**src/rtl/fetch_decode_stage.sv**
```systemverilog
`default_nettype none
// ============================================================================
//  Module      : fetch_decode_stage
//  Description : Fetch PC register plus IF/ID pipeline register with stall,
//                flush and redirect control, and an immediate-format /
//                illegal-opcode decode of the registered instruction.
//  Revision    : 1.0 - initial release
// ============================================================================
module fetch_decode_stage #(
    parameter logic [31:0] RESET_PC = 32'h0000_0000
) (
    input  logic        clk,
    input  logic        reset,
    input  logic        StallF,
    input  logic        StallD,
    input  logic        FlushD,
    input  logic        PCSrc,
    input  logic [31:0] PCTarget,
    input  logic [31:0] InstrF,
    output logic [31:0] PCF,
    output logic [31:0] InstrD,
    output logic [31:0] PCD,
    output logic [31:0] PCPlus4D,
    output logic        ValidD,
    output logic [2:0]  SrcExt,
    output logic [31:7] Imm,
    output logic        IllegalD
);

    // Bubble contents: canonical NOP (addi x0, x0, 0)
    localparam logic [31:0] c_NOP       = 32'h0000_0013;

    // Opcodes recognised by the decoder
    localparam logic [6:0]  c_OP_IMM    = 7'b0010011;
    localparam logic [6:0]  c_OP_LOAD   = 7'b0000011;
    localparam logic [6:0]  c_OP_JALR   = 7'b1100111;
    localparam logic [6:0]  c_OP_STORE  = 7'b0100011;
    localparam logic [6:0]  c_OP_BRANCH = 7'b1100011;
    localparam logic [6:0]  c_OP_LUI    = 7'b0110111;
    localparam logic [6:0]  c_OP_AUIPC  = 7'b0010111;
    localparam logic [6:0]  c_OP_JAL    = 7'b1101111;
    localparam logic [6:0]  c_OP_REG    = 7'b0110011;

    // Immediate-format select encodings
    localparam logic [2:0]  c_EXT_NONE  = 3'b000;
    localparam logic [2:0]  c_EXT_I     = 3'b001;
    localparam logic [2:0]  c_EXT_S     = 3'b010;
    localparam logic [2:0]  c_EXT_B     = 3'b011;
    localparam logic [2:0]  c_EXT_U     = 3'b100;
    localparam logic [2:0]  c_EXT_J     = 3'b101;
    localparam logic [2:0]  c_EXT_SHAMT = 3'b110;

    logic [31:0] r_pcf;
    logic [31:0] r_instr_d;
    logic [31:0] r_pc_d;
    logic [31:0] r_pc_plus4_d;
    logic        r_valid_d;
    logic [31:0] w_pcf_plus4;
    logic [2:0]  w_src_ext;
    logic        w_illegal;
    logic [6:0]  w_opcode;
    logic [2:0]  w_funct3;

    assign w_pcf_plus4 = r_pcf + 32'd4;
    assign w_opcode    = r_instr_d[6:0];
    assign w_funct3    = r_instr_d[14:12];

    // Fetch PC: reset, then redirect (beats stall), then hold, then advance
    always_ff @(posedge clk) begin
        if (reset) begin
            r_pcf <= RESET_PC;
        end else if (PCSrc) begin
            r_pcf <= PCTarget;
        end else if (!StallF) begin
            r_pcf <= w_pcf_plus4;
        end
    end

    // Decode register: reset/flush insert a bubble, stall holds, else capture
    always_ff @(posedge clk) begin
        if (reset || FlushD) begin
            r_instr_d    <= c_NOP;
            r_pc_d       <= 32'd0;
            r_pc_plus4_d <= 32'd0;
            r_valid_d    <= 1'b0;
        end else if (!StallD) begin
            r_instr_d    <= InstrF;
            r_pc_d       <= r_pcf;
            r_pc_plus4_d <= w_pcf_plus4;
            r_valid_d    <= 1'b1;
        end
    end

    // Immediate-format and legality decode; bubbles decode as nothing
    always_comb begin
        w_src_ext = c_EXT_NONE;
        w_illegal = 1'b0;
        if (r_valid_d) begin
            case (w_opcode)
                c_OP_IMM: begin
                    if (w_funct3 == 3'b001 || w_funct3 == 3'b101) begin
                        w_src_ext = c_EXT_SHAMT;
                    end else begin
                        w_src_ext = c_EXT_I;
                    end
                end
                c_OP_LOAD,
                c_OP_JALR:   w_src_ext = c_EXT_I;
                c_OP_STORE:  w_src_ext = c_EXT_S;
                c_OP_BRANCH: w_src_ext = c_EXT_B;
                c_OP_LUI,
                c_OP_AUIPC:  w_src_ext = c_EXT_U;
                c_OP_JAL:    w_src_ext = c_EXT_J;
                c_OP_REG:    w_src_ext = c_EXT_NONE;
                default: begin
                    w_src_ext = c_EXT_NONE;
                    w_illegal = 1'b1;
                end
            endcase
        end
    end

    assign PCF      = r_pcf;
    assign InstrD   = r_instr_d;
    assign PCD      = r_pc_d;
    assign PCPlus4D = r_pc_plus4_d;
    assign ValidD   = r_valid_d;
    assign SrcExt   = w_src_ext;
    assign IllegalD = w_illegal;
    assign Imm      = r_instr_d[31:7];

endmodule
`default_nettype wire
```
**config.mk**
```make
export PLATFORM = sky130hd
export DESIGN_NAME = fetch_decode_stage
export DESIGN_NICKNAME = d
export VERILOG_FILES = /design/src/rtl/fetch_decode_stage.sv
export SDC_FILE = /design/constraint.sdc
export NUM_CORES = 1
export LEC_CHECK = 0
export CORE_MARGIN = 3
export CORE_UTILIZATION = 45
export DETAILED_ROUTE_END_ITERATION = 7
export GPL_ROUTABILITY_DRIVEN = 0
export GPL_TIMING_DRIVEN = 1
export PLACE_DENSITY = 0.93
export SYNTH_ARGS = -nofsm -noshare
export SYNTH_HDL_FRONTEND = slang
export SYNTH_SLANG_ARGS = --single-unit
export TNS_END_PERCENT = 1
```
**constraint.sdc**
```tcl
create_clock -name clk -period 3.62 [get_ports clk]
set_input_delay 0.362 -clock clk [delete_from_list [all_inputs] [get_ports clk]]
set_output_delay 0.362 -clock clk [all_outputs]
set_load 0.05 [all_outputs]
```
Word-level counts from Yosys, hierarchy flattened
Index checks and enable logic that the tools add are counted.
- mux-type cells: 7
- divide/modulo/power cells: 0
- shift operators: 0
- reduce and logical (&&, ||, !) cells: 5
- order comparisons: 0
- equal/unequal tests: 12
- $add $sub $neg: 1
- bitwise gates (word level): 0
- multipliers: 0
- operator list (kind ; count):
    $mux 32 ; 2
    $add 32x3->32 const B ; 1
    $eq 7x6->1 const B ; 3
    $eq 7x7->1 const B ; 3
    $pmux 3 s6 ; 1
    $eq 7x5->1 const B ; 2
    $reduce_or 9->1 ; 1
    $eq 7x2->1 const B ; 1
    $mux 3 ; 2
    $reduce_or 2->1 ; 2
    $eq 3x1->1 const B ; 1
    $eq 3x3->1 const B ; 1
    $logic_or 1x1->1 ; 2
    $mux 1 ; 2
    $ne 2x1->1 const B ; 1
- ROM bits: 0
- output and inout port bits: 158
- logic and storage cells: 30
- latch bits: 0
- RAM bits: 0
- memories: 0
- input bits: 70
- register bits: 129

Longest topological paths before layout
Gate-level depths: netlist (run 1).
- depth after elaboration: 5
- mapped depth: 8
- depth with buffers taken out: 6

Worst setup path before layout (run 1)
No wires, ideal clock.
- path type: register to output
- start: register r_instr_d[6] (netlist: InstrD[6])
- end: output SrcExt[1]
- slack: -0.413 ns
- arrival time: 3.671 ns
- cell stages (with the launch flop): 4
- cells stage by stage: dfxtp_1 -> or2_2 -> or3_1 -> a2111oi_0
- cells in the longest elaborated chain, start to end: 4
- RTL lines (what ; line ; RTL):
    start: declaration ; 54 ; logic [31:0] r_instr_d;
    start signal: assignment ; 82 ; r_instr_d <= c_NOP;
    start signal: assignment ; 87 ; r_instr_d <= InstrF;
    $eq 7x6->1, or another cell as far along ; 99 ; case (w_opcode)
    $reduce_or 2->1 ; n/a ;
    $pmux 3 s6 (*) ; 99 ;
    $mux 3 (*) ; 98 ; if (r_valid_d) begin
    end: declaration ; 25 ; output logic [2:0] SrcExt,
Mark *: on every way between the ends. The rest lies on a longest branch, timed or not.

Worst setup path in the final report (run 1)
Same ends and word-level chain as after synthesis.

==> results of run 1 <==
==> routing by layer <==
metal | track usage, % | wire length (um) | vias up | part of all wire, %
met1 | 27.9 | 6960 | 2446 | 41
li1 | - | - | 2526 | -
met2 | 40.3 | 8700 | 168 | 51
met4 | 8.07 | 300 | 0 | 1.8
met5 | 0 | 0 | - | 0
met3 | 6.50 | 1040 | 20 | 6.1
==> report_power, final <==
group          leakage [nW]  switching, W  internal, W
combinational          1.85      0.000385     0.000256
clock                 0.337      0.000606      0.00134
sequential             1.04     0.0000779      0.00145
==> sequential cells by signal (all words and copies together) (netlist names) <==
| signal | flops |
|---|---|
| InstrD | 32 |
| PCD | 32 |
| PCF | 32 |
| PCPlus4D | 30 |
| ValidD | 1 |
==> layout make-up <==
type                            instances  share of cell area [%]
Multi-Input combinational cell        439                    33.3
Clock buffer                           21                    5.45
Inverter                                5                   0.217
Clock inverter                         11                    2.42
Tap cell                              172                    2.49
Sequential cell                       127                    29.5
Timing Repair Buffer                  231                    26.6
==> path summary, 6_finish.rpt <==
check,from,slack [ns],cells past startpoint,end
max,InstrD[6],0.59,4,SrcExt[1]
min,PCPlus4D[13],0.46,2,PCPlus4D[13]
max reg2reg,PCF[6],0.99,5,PCF[21]
min reg2reg,PCPlus4D[13],0.46,2,PCPlus4D[13]
==> worst max-delay path, cell delays in order (launching register included) <==
cell	delay [ns]
sky130_fd_sc_hd__dfxtp_1	0.35
sky130_fd_sc_hd__or2_2	0.31
sky130_fd_sc_hd__or3_1	0.37
sky130_fd_sc_hd__a2111oi_1	0.36
sky130_fd_sc_hd__clkdlybuf4s50_1	0.87
==> kinds of logic (layout without fill, tap and decap cells) <==
kind of cell,after synthesis,after routing,synth area share [%]
XOR/XNOR,57,57,8.47
flip-flops,127,127,43.1
multiplexers,78,78,13.2
AND/OR/NAND/NOR,227,227,19.1
buffers and inverters,89,268,8.13
AO/OA/AOI/OAI,76,76,7.73
adder cells (fa/ha/maj),1,1,0.212
==> metrics by stage <==
step	power [W]	cells
4_1_cts	0.00415	1006
5_1_grt	0.00426	1006
6_report	0.00412	1006
3_3_place_gp	0.00219	974
2_1_floorplan	0.00197	655
3_5_place_dp	0.00220	974
==> synth_stat cells (13+ instances only) <==
master / count
sky130_fd_sc_hd__a211oi_1: 17
sky130_fd_sc_hd__xor2_1: 16
sky130_fd_sc_hd__a21oi_1: 34
sky130_fd_sc_hd__buf_2: 13
sky130_fd_sc_hd__nand2_1: 34
sky130_fd_sc_hd__nor2_1: 123
sky130_fd_sc_hd__clkbuf_1: 30
sky130_fd_sc_hd__xnor2_1: 41
sky130_fd_sc_hd__o21ai_0: 17
sky130_fd_sc_hd__mux2i_1: 78
sky130_fd_sc_hd__nor3_1: 20
sky130_fd_sc_hd__dfxtp_1: 127
sky130_fd_sc_hd__buf_4: 30
==> impl_metrics.prom, run 1 <==
# TYPE chip_impl_metric gauge
chip_impl_metric{name="hold_viol",unit=""} 0
chip_impl_metric{name="skew",unit="ns"} 0.00562
chip_impl_metric{name="worst_slack_after_detailed_placement",unit="ns"} 1.04
chip_impl_metric{name="avgViaCountPerCell",unit=""} 5.13
chip_impl_metric{name="design.portCount",unit=""} 228
chip_impl_metric{name="number_of_global_route_vias_before_repair",unit=""} 5130
chip_impl_metric{name="num-fill-cells",unit=""} 1028
chip_impl_metric{name="post_dp_cell_area",unit="um^2"} 7950
chip_impl_metric{name="htree_num_levels",unit=""} 4
chip_impl_info{name="tritoncts",value="built"} 1
chip_impl_info{name="layout_common_cells",value="sky130_fd_sc_hd__clkdlybuf4s50_1 (226), sky130_fd_sc_hd__dfxtp_1 (127), sky130_fd_sc_hd__nor2_1 (123)"} 1
chip_impl_metric{name="area_delta_synth_final",unit="%"} 46.4
chip_impl_metric{name="synthesis.nets",unit=""} 726
chip_impl_metric{name="finalMaxSlewViolations",unit=""} 0
chip_impl_metric{name="ys_async_sr_fraction",unit="%"} 0
chip_impl_metric{name="layout.cell_area.non_filler",unit="um^2"} 8630
chip_impl_metric{name="crit_arrival",unit="ns"} 2.66
chip_impl_metric{name="sequential_cell_area",unit="um^2"} 2540
chip_impl_metric{name="drt_pass1_iterations",unit=""} 5
chip_impl_info{name="setup_repair_after_global_routing_missed_its_margin",value="false"} 1
chip_impl_metric{name="min_period_over_period",unit="%"} 83.6
chip_impl_metric{name="antenna_violations_before_repair",unit=""} 0
chip_impl_info{name="commonest_non_fill_non_tap_cell_in_the_layout",value="sky130_fd_sc_hd__clkdlybuf4s50_1"} 1
chip_impl_metric{name="hold-worst-slack",unit="ns"} 0.465
chip_impl_metric{name="postCtsSetupRepairBufs",unit=""} 0
chip_impl_info{name="synth_top_cell_by_area",value="sky130_fd_sc_hd__dfxtp_1"} 1
chip_impl_metric{name="cts_made_buffers",unit=""} 17
chip_impl_metric{name="post_synth.cell_area_avg",unit="um^2"} 9.00
chip_impl_metric{name="start_util",unit="%"} 46.3
chip_impl_metric{name="yosysUniqueCellTypes",unit=""} 43
chip_impl_metric{name="clock_tree.buffer_depth",unit=""} 2
chip_impl_metric{name="period_minus_slack",unit="ns"} 3.03
chip_impl_metric{name="clkSinkCount",unit=""} 127
chip_impl_metric{name="floorplan.die_area",unit="um^2"} 14500
chip_impl_metric{name="number_of_rows_in_the_core_area",unit=""} 41
chip_impl_metric{name="synthesis.yosys.warnings",unit=""} 0
chip_impl_metric{name="die_width",unit="um"} 120
chip_impl_metric{name="p_per_area",unit="nW/um^2"} 477
chip_impl_metric{name="synth_seq_cells",unit=""} 127
chip_impl_info{name="run_status",value="finished clean"} 1
chip_impl_metric{name="wire_length_of_the_first_global_routing_pass",unit="um"} 27000
chip_impl_metric{name="antenna_left",unit=""} 0
chip_impl_metric{name="clk-insertion-delay-late",unit="ns"} 0.41
chip_impl_metric{name="setup_viol",unit=""} 0
chip_impl_metric{name="grt_start_max_net_pins",unit=""} 78
chip_impl_metric{name="peak_supply_drop",unit="mV"} 0.384
chip_impl_metric{name="post_layout_net_count",unit=""} 892
chip_impl_metric{name="port_buffers",unit=""} 227
chip_impl_metric{name="cts_resized",unit=""} 0
chip_impl_metric{name="multiInputGateArea",unit="um^2"} 2880
chip_impl_metric{name="worst-slew-pin-transition",unit="ns"} 1.26
chip_impl_metric{name="first_iter_violations",unit=""} 328
chip_impl_info{name="synth_area_leaders",value="sky130_fd_sc_hd__dfxtp_1 (43%), sky130_fd_sc_hd__mux2i_1 (13%), sky130_fd_sc_hd__nor2_1 (7.8%)"} 1
chip_impl_metric{name="synth_sequential_area_ratio",unit="%"} 43.1
chip_impl_metric{name="hpwlAfterDp",unit="um"} 11800
chip_impl_metric{name="final_total_negative_setup_slack",unit="ns"} 0
chip_impl_metric{name="worst-path-max-fanout",unit=""} 6
chip_impl_metric{name="grt_use_total",unit="%"} 23.3
chip_impl_info{name="crit_path_start_kind",value="flip-flop"} 1
chip_impl_metric{name="post_synth_inst_count",unit=""} 655
chip_impl_info{name="timing_worst_setup_path_type",value="flip-flop to primary output"} 1
chip_impl_metric{name="yosysTopAreaCellShare",unit="%"} 43.1
chip_impl_metric{name="grt_overflow",unit=""} 0
chip_impl_metric{name="slew_headroom",unit="%"} 15.8
chip_impl_metric{name="drt_wl_total",unit="um"} 17000
chip_impl_metric{name="max_freq",unit="GHz"} 0.330
chip_impl_metric{name="cts_hold_repair.buffers",unit=""} 0
chip_impl_info{name="root_buffer",value="sky130_fd_sc_hd__clkbuf_16"} 1
chip_impl_metric{name="drive_gt1_share",unit="%"} 6.35
chip_impl_metric{name="finalCoreUtilization",unit="%"} 67.8
chip_impl_metric{name="die-height",unit="um"} 120
chip_impl_metric{name="drc",unit=""} 0
chip_impl_metric{name="syn-cell-area",unit="um^2"} 5900
chip_impl_metric{name="core",unit="um^2"} 12700
chip_impl_metric{name="dr_total_vias",unit=""} 5160
chip_impl_metric{name="fin_ws",unit="ns"} 0.593
chip_impl_metric{name="routedWlPerCell",unit="um"} 16.9
chip_impl_metric{name="number_of_inserted_diodes",unit=""} 0
chip_impl_metric{name="worst_ep_required_time",unit="ns"} 3.26
chip_impl_info{name="cp-end-kind",value="primary output"} 1
chip_impl_metric{name="power.static_leakage",unit="nW"} 3.22
chip_impl_metric{name="synth_enable_flop_cells",unit=""} 0
chip_impl_info{name="ys_dominant_reg_cell",value="sky130_fd_sc_hd__dfxtp_1"} 1
chip_impl_metric{name="timing.max_cap.violations",unit=""} 0
chip_impl_info{name="holdCritPathClass",value="flip-flop to flip-flop"} 1
chip_impl_metric{name="clk_pin_slew",unit="ns"} 0.06
Note: power is estimated with default switching activity, not from simulation.
==> run 2, diff against run 1 <==
Settings changed: CORE_UTILIZATION 45 to 40, PLACE_DENSITY 0.93 to 0.88.
Clock period 3.62 ns to 2.53 ns, I/O delays scaled along.
==> run 2 against run 1 <==
Net effect:
- clock skew up 0.0032 ns
- via count is 1.4% higher
- sequential power increased by 41%
- utilization shrank 6.0 points
- first-iteration DRC count down 0.30%
- combinational power up 54%
- highest routed layer unchanged
==> impl_metrics.prom, run 2 (same netlist as run 1, synthesis figures left out) <==
# TYPE chip_impl_metric gauge
chip_impl_metric{name="stage_delay_of_the_slowest_cell_on_the_critical_path",unit="ns"} 0.44
chip_impl_metric{name="design.portCount",unit=""} 228
chip_impl_metric{name="die_width",unit="um"} 127
chip_impl_metric{name="whs_path_depth",unit=""} 4
chip_impl_metric{name="peak_supply_drop",unit="mV"} 0.547
chip_impl_metric{name="clock_tree.buffer_depth",unit=""} 2
chip_impl_info{name="cpLargestDelayFamily",value="simple AND/OR/NAND/NOR gates"} 1
chip_impl_metric{name="grt_start_max_net_pins",unit=""} 79
chip_impl_metric{name="sw_frac_of_total",unit="%"} 27.0
chip_impl_info{name="crit-reg2reg-launch",value="PCF[3]"} 1
chip_impl_metric{name="drt_pass1_iterations",unit=""} 4
chip_impl_metric{name="worst_ep_required_time",unit="ns"} 2.28
chip_impl_info{name="timing.hold.worst_endpoint",value="PCPlus4D[13]"} 1
chip_impl_metric{name="drc",unit=""} 0
chip_impl_metric{name="max_freq",unit="GHz"} 0.422
chip_impl_info{name="holdCritPathClass",value="input pin to flip-flop"} 1
chip_impl_metric{name="multiInputGateArea",unit="um^2"} 2890
chip_impl_info{name="timing_worst_setup_path_type",value="flip-flop to primary output"} 1
chip_impl_info{name="commonest_non_fill_non_tap_cell_in_the_layout",value="sky130_fd_sc_hd__clkdlybuf4s50_1"} 1
chip_impl_metric{name="power.static_leakage",unit="nW"} 3.32
chip_impl_metric{name="clk-insertion-delay-late",unit="ns"} 0.42
chip_impl_metric{name="routedWlPerCell",unit="um"} 16.7
chip_impl_metric{name="critical_path.n_buffers_inverters",unit=""} 1
chip_impl_info{name="tritoncts",value="built"} 1
chip_impl_metric{name="timing.max_cap.violations",unit=""} 0
chip_impl_info{name="worstPathCellList",value="or2_2 > or3_1 > a2111oi_2 > buf_12"} 1
chip_impl_metric{name="min_period_over_period",unit="%"} 93.8
chip_impl_metric{name="reg2reg_slack",unit="ns"} 0.28
chip_impl_metric{name="finalMaxSlewViolations",unit=""} 0
chip_impl_metric{name="dr_total_vias",unit=""} 5231
chip_impl_metric{name="htree_num_levels",unit=""} 4
chip_impl_info{name="layout_common_cells",value="sky130_fd_sc_hd__clkdlybuf4s50_1 (222), sky130_fd_sc_hd__dfxtp_1 (127), sky130_fd_sc_hd__nor2_1 (123)"} 1
chip_impl_metric{name="crit_arrival",unit="ns"} 2.12
chip_impl_metric{name="period_minus_slack",unit="ns"} 2.37
chip_impl_metric{name="slew_headroom",unit="%"} 23.4
chip_impl_metric{name="grt_use_total",unit="%"} 21.1
chip_impl_metric{name="setup_viol",unit=""} 0
chip_impl_metric{name="first_iter_violations",unit=""} 327
chip_impl_metric{name="number_of_rows_in_the_core_area",unit=""} 43
chip_impl_metric{name="cts_made_buffers",unit=""} 17
chip_impl_metric{name="clkSinkCount",unit=""} 127
chip_impl_metric{name="ff2ff_path_depth",unit=""} 6
chip_impl_info{name="crit_path_start_kind",value="flip-flop"} 1
chip_impl_metric{name="floorplan.die_area",unit="um^2"} 16200
chip_impl_metric{name="p_int",unit="W"} 0.00408
chip_impl_metric{name="wire_length_of_the_first_global_routing_pass",unit="um"} 27300
chip_impl_metric{name="start_util",unit="%"} 41.7
chip_impl_metric{name="p_per_area",unit="nW/um^2"} 638
chip_impl_metric{name="grt_overflow",unit=""} 0
chip_impl_metric{name="antenna_violations_before_repair",unit=""} 0
chip_impl_info{name="cp-end-kind",value="primary output"} 1
chip_impl_info{name="timing.rr.end",value="PCF[22]"} 1
chip_impl_metric{name="worst-path-max-fanout",unit=""} 6
chip_impl_info{name="run_status",value="finished clean"} 1
chip_impl_metric{name="postCtsSetupRepairBufs",unit=""} 0
chip_impl_metric{name="number_of_inserted_diodes",unit=""} 0
chip_impl_metric{name="hold-worst-slack",unit="ns"} 0.356
chip_impl_metric{name="p_switching",unit="W"} 0.00151
chip_impl_metric{name="number_of_global_route_vias_before_repair",unit=""} 5287
chip_impl_metric{name="post_layout_net_count",unit=""} 914
chip_impl_metric{name="place.detailed.instances",unit=""} 1004
chip_impl_info{name="setup_repair_after_global_routing_missed_its_margin",value="false"} 1
chip_impl_metric{name="drt_wl_total",unit="um"} 17300
chip_impl_metric{name="drive_gt1_share",unit="%"} 9.00
chip_impl_metric{name="pwr-share-comb",unit="%"} 17.6
chip_impl_metric{name="antenna_left",unit=""} 0
chip_impl_metric{name="avgViaCountPerCell",unit=""} 5.05
chip_impl_metric{name="num-fill-cells",unit=""} 1188
chip_impl_metric{name="sequential_cell_area",unit="um^2"} 2540
chip_impl_info{name="slowest_cell_on_the_critical_path",value="sky130_fd_sc_hd__a2111oi_2"} 1
chip_impl_metric{name="area_delta_synth_final",unit="%"} 48.5
chip_impl_metric{name="worst-slew-pin-transition",unit="ns"} 1.15
chip_impl_metric{name="core",unit="um^2"} 14100
chip_impl_info{name="holdCritStartpoint",value="StallD"} 1
chip_impl_metric{name="clk_pin_slew",unit="ns"} 0.05
chip_impl_metric{name="final-instance-count-excl-fill",unit=""} 1036
chip_impl_metric{name="hold_viol",unit=""} 0
chip_impl_metric{name="clockPowerShare",unit="%"} 43.7
chip_impl_metric{name="power_frac_seq",unit="%"} 38.6
chip_impl_info{name="root_buffer",value="sky130_fd_sc_hd__clkbuf_16"} 1
chip_impl_metric{name="skew",unit="ns"} 0.00877
chip_impl_metric{name="port_buffers",unit=""} 227
chip_impl_metric{name="die-height",unit="um"} 127
chip_impl_metric{name="hpwlAfterDp",unit="um"} 12600
## run 2: worst max path at each step
| stage | start | endpoint | slack, ns | depth (start not counted) |
|---|---|---|---|---|
| 2_1_floorplan | InstrD[6] | SrcExt[1] | -0.03 | 3 |
| 3_3_place_gp | PCF[3] | PCF[20] | 0.42 | 6 |
| 3_5_place_dp | PCF[3] | PCF[22] | 0.31 | 6 |
| 4_1_cts | InstrD[6] | SrcExt[1] | 0.14 | 4 |
| 5_1_grt | PCF[2] | PCF[22] | 0.01 | 6 |
| 6_report | InstrD[6] | SrcExt[1] | 0.16 | 4 |
## run 2: area by class of cell
class,instances,share of cell area [%]
Multi-Input combinational cell,439,33.0
Sequential cell,127,29.0
Timing Repair Buffer,253,28.3
Clock buffer,27,5.98
Tap cell,180,2.57
Clock inverter,5,0.858
Inverter,5,0.214
## run 2: timing repair
item | in CTS | in global routing
gates resized for setup | 1 | 0
endpoints found under the setup margin | 1 | 0
hold buffers | 0 | 0
endpoints found under the hold margin | 0 | 0
## run 2: worst register-to-register path: cells and delay by family (launching register included)
| kind | cells | cell delay, ns |
|---|---|---|
| AND/OR/NAND/NOR | 3 | 1.10 |
| flip-flops | 1 | 0.40 |
| adder cells (fa/ha/maj) | 1 | 0.28 |
| AO/OA/AOI/OAI | 1 | 0.25 |
| XOR/XNOR | 1 | 0.12 |
## run 2: power by group through the flow
stage | logic (W) | clock network (W) | registers [W]
final | 0.000985 | 0.00244 | 0.00216
after global routing | 0.00104 | 0.00257 | 0.00217
after CTS | 0.000991 | 0.00250 | 0.00216
after detailed placement | 0.000987 | 0 | 0.00220
after global placement | 0.000979 | 0 | 0.00219
after floorplan | 0.000382 | 0 | 0.00244
## run 2: per-layer routing
layer	wire, um	vias up	share of wire, %	global-route usage, %
met5	0	-	0	0
met4	308	0	1.8	8.90
met3	992	24	5.7	4.93
met2	8920	161	51	36.2
met1	7100	2472	41	25.2
li1	-	2574	-	-
## run 2: metrics by stage
| step | worst slack [ns] | power [W] | utilization [%] | setup TNS, ns | instance area, um^2 |
|---|---|---|---|---|---|
| after floorplan | -0.0343 | 0.00282 | - | -0.0343 | 5910 |
| after global placement | 0.422 | 0.00317 | 57.6 | 0 | 8160 |
| after detailed placement | 0.312 | 0.00319 | 57.6 | 0 | 8160 |
| after CTS | 0.138 | 0.00564 | 61.9 | 0 | 8750 |
| after global routing | 0.0115 | 0.00578 | 61.9 | 0 | 8750 |
| final | 0.158 | 0.00559 | 61.9 | 0 | 8750 |
